<file path="config.mk">
export PLATFORM = sky130hd
export DESIGN_NAME = sipo_collector
export DESIGN_NICKNAME = d
export VERILOG_FILES = /design/src/rtl/sipo_collector.sv
export SDC_FILE = /design/constraint.sdc
export NUM_CORES = 1
export LEC_CHECK = 0
export CAP_MARGIN = 20
export CORE_AREA = 5 5 72 74
export DETAILED_ROUTE_END_ITERATION = 10
export DIE_AREA = 0 0 77 79
export SYNTH_ARGS = -nofsm -noshare
export SYNTH_HDL_FRONTEND = slang
export SYNTH_SLANG_ARGS = --single-unit
export TNS_END_PERCENT = 50
</file>
<file path="constraint.sdc">
create_clock -name c -period 1.65 [get_ports c]
set_input_delay 0.165 -clock c [delete_from_list [all_inputs] [get_ports c]]
set_output_delay 0.165 -clock c [all_outputs]
set_load 0.1 [all_outputs]
</file>
<file path="src/rtl/sipo_collector.sv">
// sipo_collector: receives framed serial bits (start, 8 data bits MSB-first,
// even parity) and presents each word on a single-entry valid/ready slot.
// Errors are reported per word (perr) and as a sticky overrun flag (ovr).
module sipo_collector (
    input  logic       c,
    input  logic       rst_n,
    input  logic       sin,
    input  logic       sin_en,
    output logic [7:0] dout,
    output logic       dvalid,
    input  logic       dready,
    output logic       perr,
    output logic       ovr,
    output logic       busy
);

    typedef enum logic [1:0] {
        ST_IDLE = 2'd0,
        ST_DATA = 2'd1,
        ST_PAR  = 2'd2
    } state_t;

    state_t      r_state;
    logic [2:0]  r_cnt;
    logic [7:0]  r_shift;
    logic [7:0]  r_dout;
    logic        r_dvalid;
    logic        r_perr;
    logic        r_ovr;

    logic        w_complete;
    logic        w_par_bad;
    logic        w_handshake;
    logic        w_slot_free;

    // The parity bit is being taken on this edge: the frame is complete.
    assign w_complete  = (r_state == ST_PAR) && sin_en;
    // Even parity: data bits XOR parity bit must be 0 for a good word.
    assign w_par_bad   = ^{r_shift, sin};
    assign w_handshake = r_dvalid && dready;
    // The slot can take a new word if empty or being consumed this cycle.
    assign w_slot_free = !r_dvalid || dready;

    // Frame receiver FSM: walks start -> 8 data bits -> parity, advancing only
    // on qualified bit times so sin_en=0 freezes it in any state.
    always_ff @(posedge c or negedge rst_n) begin
        if (!rst_n) begin
            // NOTE: sequential state uses non-blocking assignments so every
            // register samples pre-edge values regardless of statement order.
            r_state <= ST_IDLE;
            r_cnt   <= 3'd0;
            r_shift <= 8'h00;
        end else if (sin_en) begin
            case (r_state)
                ST_IDLE: begin
                    if (sin) begin
                        r_state <= ST_DATA;
                        r_cnt   <= 3'd0;
                    end
                end
                ST_DATA: begin
                    r_shift <= {r_shift[6:0], sin};
                    r_cnt   <= r_cnt + 3'd1;
                    if (r_cnt == 3'd7) begin
                        r_state <= ST_PAR;
                    end
                end
                ST_PAR: begin
                    r_state <= ST_IDLE;
                end
                default: begin
                    r_state <= ST_IDLE;
                end
            endcase
        end
    end

    // Output slot: loads completed words, drains on handshake, and flags a
    // word that arrives while the slot is full and not being consumed.
    always_ff @(posedge c or negedge rst_n) begin
        if (!rst_n) begin
            r_dout   <= 8'h00;
            r_dvalid <= 1'b0;
            r_perr   <= 1'b0;
            r_ovr    <= 1'b0;
        end else if (w_complete) begin
            if (w_slot_free) begin
                r_dout   <= r_shift;
                r_dvalid <= 1'b1;
                r_perr   <= w_par_bad;
            end else begin
                r_ovr    <= 1'b1;
            end
        end else if (w_handshake) begin
            // dout deliberately holds its last value after consumption.
            r_dvalid <= 1'b0;
            r_perr   <= 1'b0;
        end
    end

    assign dout   = r_dout;
    assign dvalid = r_dvalid;
    assign perr   = r_perr;
    assign ovr    = r_ovr;
    assign busy   = (r_state != ST_IDLE);

endmodule

</file>
* Word-level counts from Yosys, hierarchy flattened
Cells that the tools add are included.
** Word-level totals
- Bits in registers :: 24
- Bits of input ports :: 5
- Output and inout bits :: 12
- Logic and storage cells :: 40
** Operators by class
- $add $sub $neg :: 1
- Equality and inequality tests :: 6
- Multiplexer cells :: 10
- Bitwise gates (word level) :: 1
- Reduce and logical (&&, ||, !) cells :: 15
** Operators by type and width (number)
- $reduce_xor 9->1 :: 1
- $reduce_and 2->1 :: 4
- $pmux 3 s2 :: 1
- $reduce_and 3->1 :: 2
- $reduce_bool 2->1 :: 3
- $mux 1 :: 5
- $mux 2 :: 2
- $ne 2x2->1 const B :: 2
- $pmux 2 s2 :: 1
- $add 3x1->3 const B :: 1
- $eq 3x3->1 const B :: 1
- $mux 3 :: 1
- $eq 2x1->1 const B :: 1
- $eq 2x2->1 const B :: 1
- $logic_and 1x1->1 :: 2
- $logic_not 2->1 :: 1
- $ne 2x1->1 const B :: 1
- $logic_not 1->1 :: 1
- $logic_or 1x1->1 :: 1
- $not 1->1 :: 1

* Depth between registers and ports, before layout
Gate-level depths: netlist of run 1.
- Depth after elaboration :: 4
- Mapped depth :: 5
- Mapped depth without buffers :: 5

* Least setup slack after synthesis of run 1
No wires, ideal clock.
- Path kind :: register to register
- Start :: register r_dvalid, in the netlist dvalid
- End :: register r_dout[0], in the netlist dout[0]
- Setup time :: 0.125 ns
- Arrival time :: 1.692 ns
- Required time :: 1.525 ns
- Path slack :: -0.167 ns
- Stages on the path, launching flop included :: 5
- Path buffers :: 1
- Period minus slack after synthesis :: 1.817 ns
- Path through :: dfrtp_1 > nand2b_1 > nor2b_1 > buf_2 > mux2_2
** On the way
- Word-level cells in the longest chain between the ends :: 3
** Ends and longest elaborated chain
- start, declared :: line 27 : logic r_dvalid;
- start signal, assigned :: line 83 : r_dvalid <= 1'b0;
- start signal, assigned :: line 89 : r_dvalid <= 1'b1;
- start signal, assigned :: line 96 : r_dvalid <= 1'b0;
- $logic_not 1->1 :: line 42 : assign w_slot_free = !r_dvalid || dready;
- $logic_or 1x1->1 :: line 42
- $reduce_and 2->1 (no line)
- end signal, assigned :: line 88 : r_dout <= r_shift;
- end, declared :: line 26 : logic [7:0] r_dout;
No other way between the ends.
A chain may end at the register's enable or synchronous reset.

* Final worst setup path of run 1
- Start :: register r_shift[1]
- End :: register r_perr, in the netlist perr
** On the way
- Word-level cells in the longest chain between the ends :: 3
** Ends and longest elaborated chain
- start, declared :: line 25 : logic [7:0] r_shift;
- start signal, assigned :: line 62 : r_shift <= {r_shift[6:0], sin};
- $reduce_xor 9->1 :: line 39 : assign w_par_bad = ^{r_shift, sin};
- $mux 1 :: line 87 : if (w_slot_free) begin
- $mux 1 :: line 86 : end else if (w_complete) begin
- end signal, assigned :: line 90 : r_perr <= w_par_bad;
- end, declared :: line 28 : logic r_perr;
No other way between the ends. The select of a mux whose other input is x is not followed.

==> impl_results.md, run 1 <==
* Port bufs at 16
* Final worst setup slack at 0.146 ns
* Initial Util at 22.6%
* Setup crit start kind: flop
* Core Rows at 25
* Clock power frac at 15.7%
* Internal cell power at 0.00194 W
* Fmax at 665 MHz
* Sequential share of power at 31.7%
* Vias per cell at 4.19
* Worst-Margin Slew at 0.296 ns
* Most frequent cells in the layout: dfrtp_1, mux2_2, buf_12
* CTS H-tree depth at 1
* Syn Nets at 81
* Final worst path period share at 91.2%
* Synth Area per Inst at 13.8 sq um
* DR vias at 633
* RSZ-0062 raised after global routing: false
* Worst path slowest cell: dfrtp_1
* Worst r2r src: r_shift[1]
* Worst-skew pair later-pin latency at 0.27 ns
* Worst path required time at 1.82 ns
* #FFs+latches synth at 24
* Synth-to-Final Area Change at 43.7%
* Pwr Total at 0.00328 W
* CTS sink count at 24
* FF-to-FF setup slack at 0.15 ns
* Clock transition at path regs at 0.08 ns
* Clk buf depth at 2
* Post-synthesis cell area at 0.00102 sq mm
* Post-route ant nets at 0
* Final wirelength at 1870 um
* Pin count of the biggest net entering global routing at 25
* R2R cell count at 4
* Clock Tree Root: clkbuf_8
* First-pass GRT wire length at 3350 um
* Crit Path Max Fanout at 4
* Switching Share at 40.6%
* Post-route cell area at 0.00147 sq mm
* CP Capture Type: flop
* Worst VDD drop at 0.673 mV
* Worst setup startpoint: r_shift[1]
* Dpl cell area at 0.00140 sq mm
* Critical path type: reg2reg
* Most area-hungry cell type in the Yosys netlist: dfrtp_1
* Syn Inst Count at 74
* Top Ports at 17
* PostCTS Resize Cnt at 0
* Initial DRT Pass Iterations at 3
* Post-CTS setup buffer count at 0
* Initial antenna violation count at 0
* Final net count at 105
* Pleak at 0.658 nW
* Maxcap violations at 0
* Slowest cell delay on critical path at 0.43 ns
* Core area at 0.00454 sq mm
* Setup tns final at 0 ns
* # diodes at 0
* CTS tree: done
* Combinational Power Share at 52.6%
* Final setup fails at 0
* CTS Buf Count at 3
* Critical path arrival at 1.67 ns
* Reg-to-Reg End: perr
* Layout cells sized above 1 at 42.3%
* Seq/Total Area, Yosys at 58.6%
* Die Height at 79 um
* Ys Warns at 0
* Final Hold Vio Count at 0
* Synth cell types at 21
* Fin. max-slew vios at 0
* Switch Pwr at 0.00133 W
* Final min period at 1.50 ns
* Power per cell area at 2220 mW/mm^2
* Final global-route overflow total at 0
* Placer Congestion at 0.694
* Hold-fix buffers, CTS at 0
* Vias in the first global route at 687
* Status: finished, final reports clean
* Cell Chain, Critical Path: xor2_1 > xnor3_1 > xnor2_1 > a22o_2
* Die X-Extent at 77 um
* Wirelength per Cell at 12.4 um
* Commonest non-fill, non-tap cell in the layout: dfrtp_1
* Top-area cell type share of the netlist area at 58.6%
* Fin Clk Skew at 0.00331 ns
* DP Wirelength at 1400 um
* Hold WC Path Type: in2async
* Die area at 0.00608 sq mm
* Placement Setup Slack at 0.0662 ns
* Initial DRC Count at 28
* Slew margin rel. at 80.1%
* Top cells by area, synth: dfrtp_1, mux2_2, xnor2_1, ha_1, o21ai_0
* Drc violations at 0
* Total GRT Usage at 7.21%
==> cell families (layout without fill, tap and decap cells) <==
| family | Yosys count | in the layout | share of synthesized area, % |
|---|---|---|---|
| buffers and inverters | 3 | 26 | 1.34 |
| AO/OA/AOI/OAI | 10 | 10 | 6.59 |
| flip-flops | 24 | 24 | 58.6 |
| adder cells (fa/ha/maj) | 2 | 2 | 2.44 |
| AND/OR/NAND/NOR | 12 | 12 | 6.11 |
| multiplexers | 16 | 16 | 17.6 |
| XOR/XNOR | 7 | 7 | 7.33 |
==> registers in the layout, indices dropped and copies added (netlist names) <==
| register | flops |
|---|---|
| dout | 8 |
| r_shift | 8 |
| r_cnt | 3 |
| r_state | 2 |
| dvalid | 1 |
| ovr | 1 |
| perr | 1 |
==> worst max-delay path by stage <==
| stage | endpoint | slack (ns) |
|---|---|---|
| after floorplan | dout[0] | 0.1 |
| after global placement | dout[0] | 0.08 |
| after detailed placement | r_shift[0] | 0.07 |
| after CTS | perr | 0.13 |
| after global routing | perr | 0.07 |
| final | perr | 0.15 |
==> routing by layer <==
metal / up-vias / wire length, um / global-route usage, %
li1: 308 / - / -
met1: 312 / 765 / 8.37
met2: 8 / 984 / 11.5
met3: 5 / 34 / 0.794
met4: 0 / 88 / 6.70
met5: - / 0 / 0
==> critical path: cells and delay by family, from the launching register on <==
kind            cells  cell delay, ns
compound gates      1            0.25
xor+xnor            3            0.72
flops               1            0.43
==> Yosys cell counts <==
master	instances
o21bai_1	1
buf_2	2
nand2b_1	1
nand2_1	4
inv_1	1
mux2_2	16
a22o_2	1
xnor2_1	5
ha_1	2
or2_2	1
nor2_1	1
nand3b_1	1
xnor3_1	1
nand3_1	1
nor2b_1	2
dfrtp_1	24
nand2_2	1
o21ai_0	5
a21oi_1	1
a32o_1	2
xor2_1	1
==> per-stage QoR <==
stage                     hold slack (ns)  instances  util (%)
final                               0.245        151      32.5
after global placement              0.479        147      30.9
after global routing                0.259        151      32.5
after floorplan                    -0.131         74         -
after CTS                           0.249        151      32.5
after detailed placement            0.496        147      30.9
==> power by group through the flow <==
stage	logic [W]	clock network, W	registers [W]
after global placement	0.00173	0	0.00104
final	0.00172	0.000515	0.00104
after CTS	0.00175	0.000533	0.00104
after detailed placement	0.00175	0	0.00105
after floorplan	0.000752	0	0.00147
after global routing	0.00183	0.000558	0.00108
==> cell type report <==
type | count | area [sq um]
fill | 431 | 3060
sequential | 24 | 602
multi-input combinational | 47 | 410
timing repair buffer | 21 | 318
tap | 54 | 67.6
clock buffer | 3 | 41.3
clock inverter | 1 | 30.0
inverter | 1 | 3.75
No activity file was read; power rests on OpenSTA's default activity.
==> run 2: changes to the inputs <==
- CTS_CLUSTER_SIZE: not set -> 40
==> results of run 2 <==
Same layout as run 1: the final DEF is identical, and so are final timing and power.
==> run 3: changes to the inputs <==
--- a/config.mk
+++ b/config.mk
@@ -7,8 +7,12 @@
 export LEC_CHECK = 0
 export CAP_MARGIN = 20
+export CELL_PAD_IN_SITES_DETAIL_PLACEMENT = 1
+export CELL_PAD_IN_SITES_GLOBAL_PLACEMENT = 2
 export CORE_AREA = 5 5 72 74
 export CTS_CLUSTER_SIZE = 40
 export DETAILED_ROUTE_END_ITERATION = 10
 export DIE_AREA = 0 0 77 79
+export GPL_ROUTABILITY_DRIVEN = 1
+export PLACE_DENSITY_LB_ADDON = 0.1
 export SYNTH_ARGS = -nofsm -noshare
 export SYNTH_HDL_FRONTEND = slang
==> constraint.sdc (replaced) <==
create_clock -name c -period 1.65 [get_ports c]
set_input_delay 0.165 -clock c [delete_from_list [all_inputs] [get_ports c]]
set_output_delay 0.165 -clock c [all_outputs]
set_load 0.05 [all_outputs]
==> impl_results.md, run 3 (synthesis gave the netlist of run 1 again) <==
* # diodes at 0
* Worst VDD drop at 0.721 mV
* Die area at 0.00608 sq mm
* Clock transition at path regs at 0.09 ns
* CTS Buf Count at 3
* Worst r2r src: r_shift[1]
* CTS tree: done
* Critical path type: reg2reg
* Pwr Total at 0.00272 W
* CTS sink count at 24
* Combinational Power Share at 44.4%
* Top Ports at 17
* Worst-Margin Slew at 0.333 ns
* Hold WC Path Type: in2async
* Reg-to-Reg End: perr
* Final net count at 105
* Wirelength per Cell at 14.0 um
* CP Capture Type: flop
* Final global-route overflow total at 0
* Core Rows at 25
* Vias per cell at 4.18
* Sequential share of power at 36.4%
* Internal cell power at 0.00173 W
* Core area at 0.00454 sq mm
* Vias in the first global route at 687
* Fin Clk Skew at 0.00954 ns
* Port bufs at 16
* Clock Tree Root: clkbuf_8
* Final Hold Vio Count at 0
* Initial Util at 22.6%
* Total GRT Usage at 7.26%
* Final worst path period share at 93.5%
* Power per cell area at 2060 mW/mm^2
* Maxcap violations at 0
* Switch Pwr at 0.000986 W
* Fin. max-slew vios at 0
* Clk buf depth at 2
* Setup crit start kind: flop
* Initial antenna violation count at 0
* Switching Share at 36.2%
* Post-route cell area at 0.00132 sq mm
* Fmax at 649 MHz
* DR vias at 631
* CTS H-tree depth at 1
* Hold-fix buffers, CTS at 0
* Most frequent cells in the layout: dfrtp_1, buf_4, mux2_2
* Commonest non-fill, non-tap cell in the layout: dfrtp_1
* Layout cells sized above 1 at 41.2%
* Post-CTS setup buffer count at 0
* Clock power frac at 19.2%
* Final setup fails at 0
* Dpl cell area at 0.00125 sq mm
* Min Hold Slack at 0.249 ns
* PostCTS Resize Cnt at 0
* Initial DRC Count at 9
* Final wirelength at 2120 um
* RSZ-0062 raised after global routing: false
* R2R cell count at 4
* FF-to-FF setup slack at 0.11 ns
* Final min period at 1.54 ns
* Crit Path Max Fanout at 4
* Worst-skew pair later-pin latency at 0.27 ns
* Drc violations at 0
* Die Height at 79 um
* Die X-Extent at 77 um
* Slew margin rel. at 77.6%
* Pleak at 0.623 nW
* Synth-to-Final Area Change at 28.9%
* Initial DRT Pass Iterations at 3
* Setup tns final at 0 ns
* Worst path required time at 1.82 ns
* Post-route ant nets at 0
* First-pass GRT wire length at 3420 um
* Placer Congestion at 0.669
* Pin count of the biggest net entering global routing at 25
* DP Wirelength at 1510 um
* Critical path arrival at 1.71 ns
* Status: finished, final reports clean
## run 3: cell counts in the layout (fill, tap and decap cells not counted)
Identical to the previous run, type by type.
## run 3: worst max-delay path by stage
| stage | slack (ns) | depth (start not counted) | endpoint | from |
|---|---|---|---|---|
| 2_1_floorplan | 0.13 | 4 | dout[0] | dvalid |
| 3_3_place_gp | 0.04 | 4 | r_shift[3] | sin_en |
| 3_5_place_dp | 0.04 | 5 | dout[5] | sin_en |
| 4_1_cts | 0.08 | 4 | perr | r_shift[1] |
| 5_1_grt | 0.03 | 4 | perr | r_shift[1] |
| 6_report | 0.11 | 4 | perr | r_shift[1] |
## run 3: cell type report
cell class,instances,area (sq um)
multi-input cells,47,410
flip-flops and latches,24,601
clock inverters,1,30.0
inverters,1,3.75
well taps,54,67.6
fillers,493,3210
repair buffers,21,168
clock buffers,3,41.3
## run 3: through the flow
step	std cells	setup slack (ns)	util [%]
finish	151	0.108	29.1
global route	151	0.0337	29.1
CTS	151	0.0759	29.1
detailed placement	147	0.0404	27.6
global placement	147	0.0397	27.6
floorplan	74	0.132	-
## run 3: power by group through the flow
stage	Sequential, W	Combinational (W)	Clock [W]
2_1_floorplan	0.00120	0.000703	0
3_3_place_gp	0.00100	0.00122	0
3_5_place_dp	0.00101	0.00123	0
4_1_cts	0.000996	0.00124	0.000546
5_1_grt	0.00102	0.00131	0.000573
6_report	0.000991	0.00121	0.000522
## run 3: critical path, cell delays in order (launching register included)
cell and delay [ns]:
dfrtp_1 0.43, xor2_1 0.20, xnor3_1 0.42, xnor2_1 0.14, a22o_2 0.25
## run 3: metal layers
layer  wire, um  part of all wire [%]  GRT usage [%]
met1       1070                    51           9.44
met2        948                    45           11.2
met3         80                   3.8           1.81
met4         15                  0.71           3.61
met5          0                     0              0
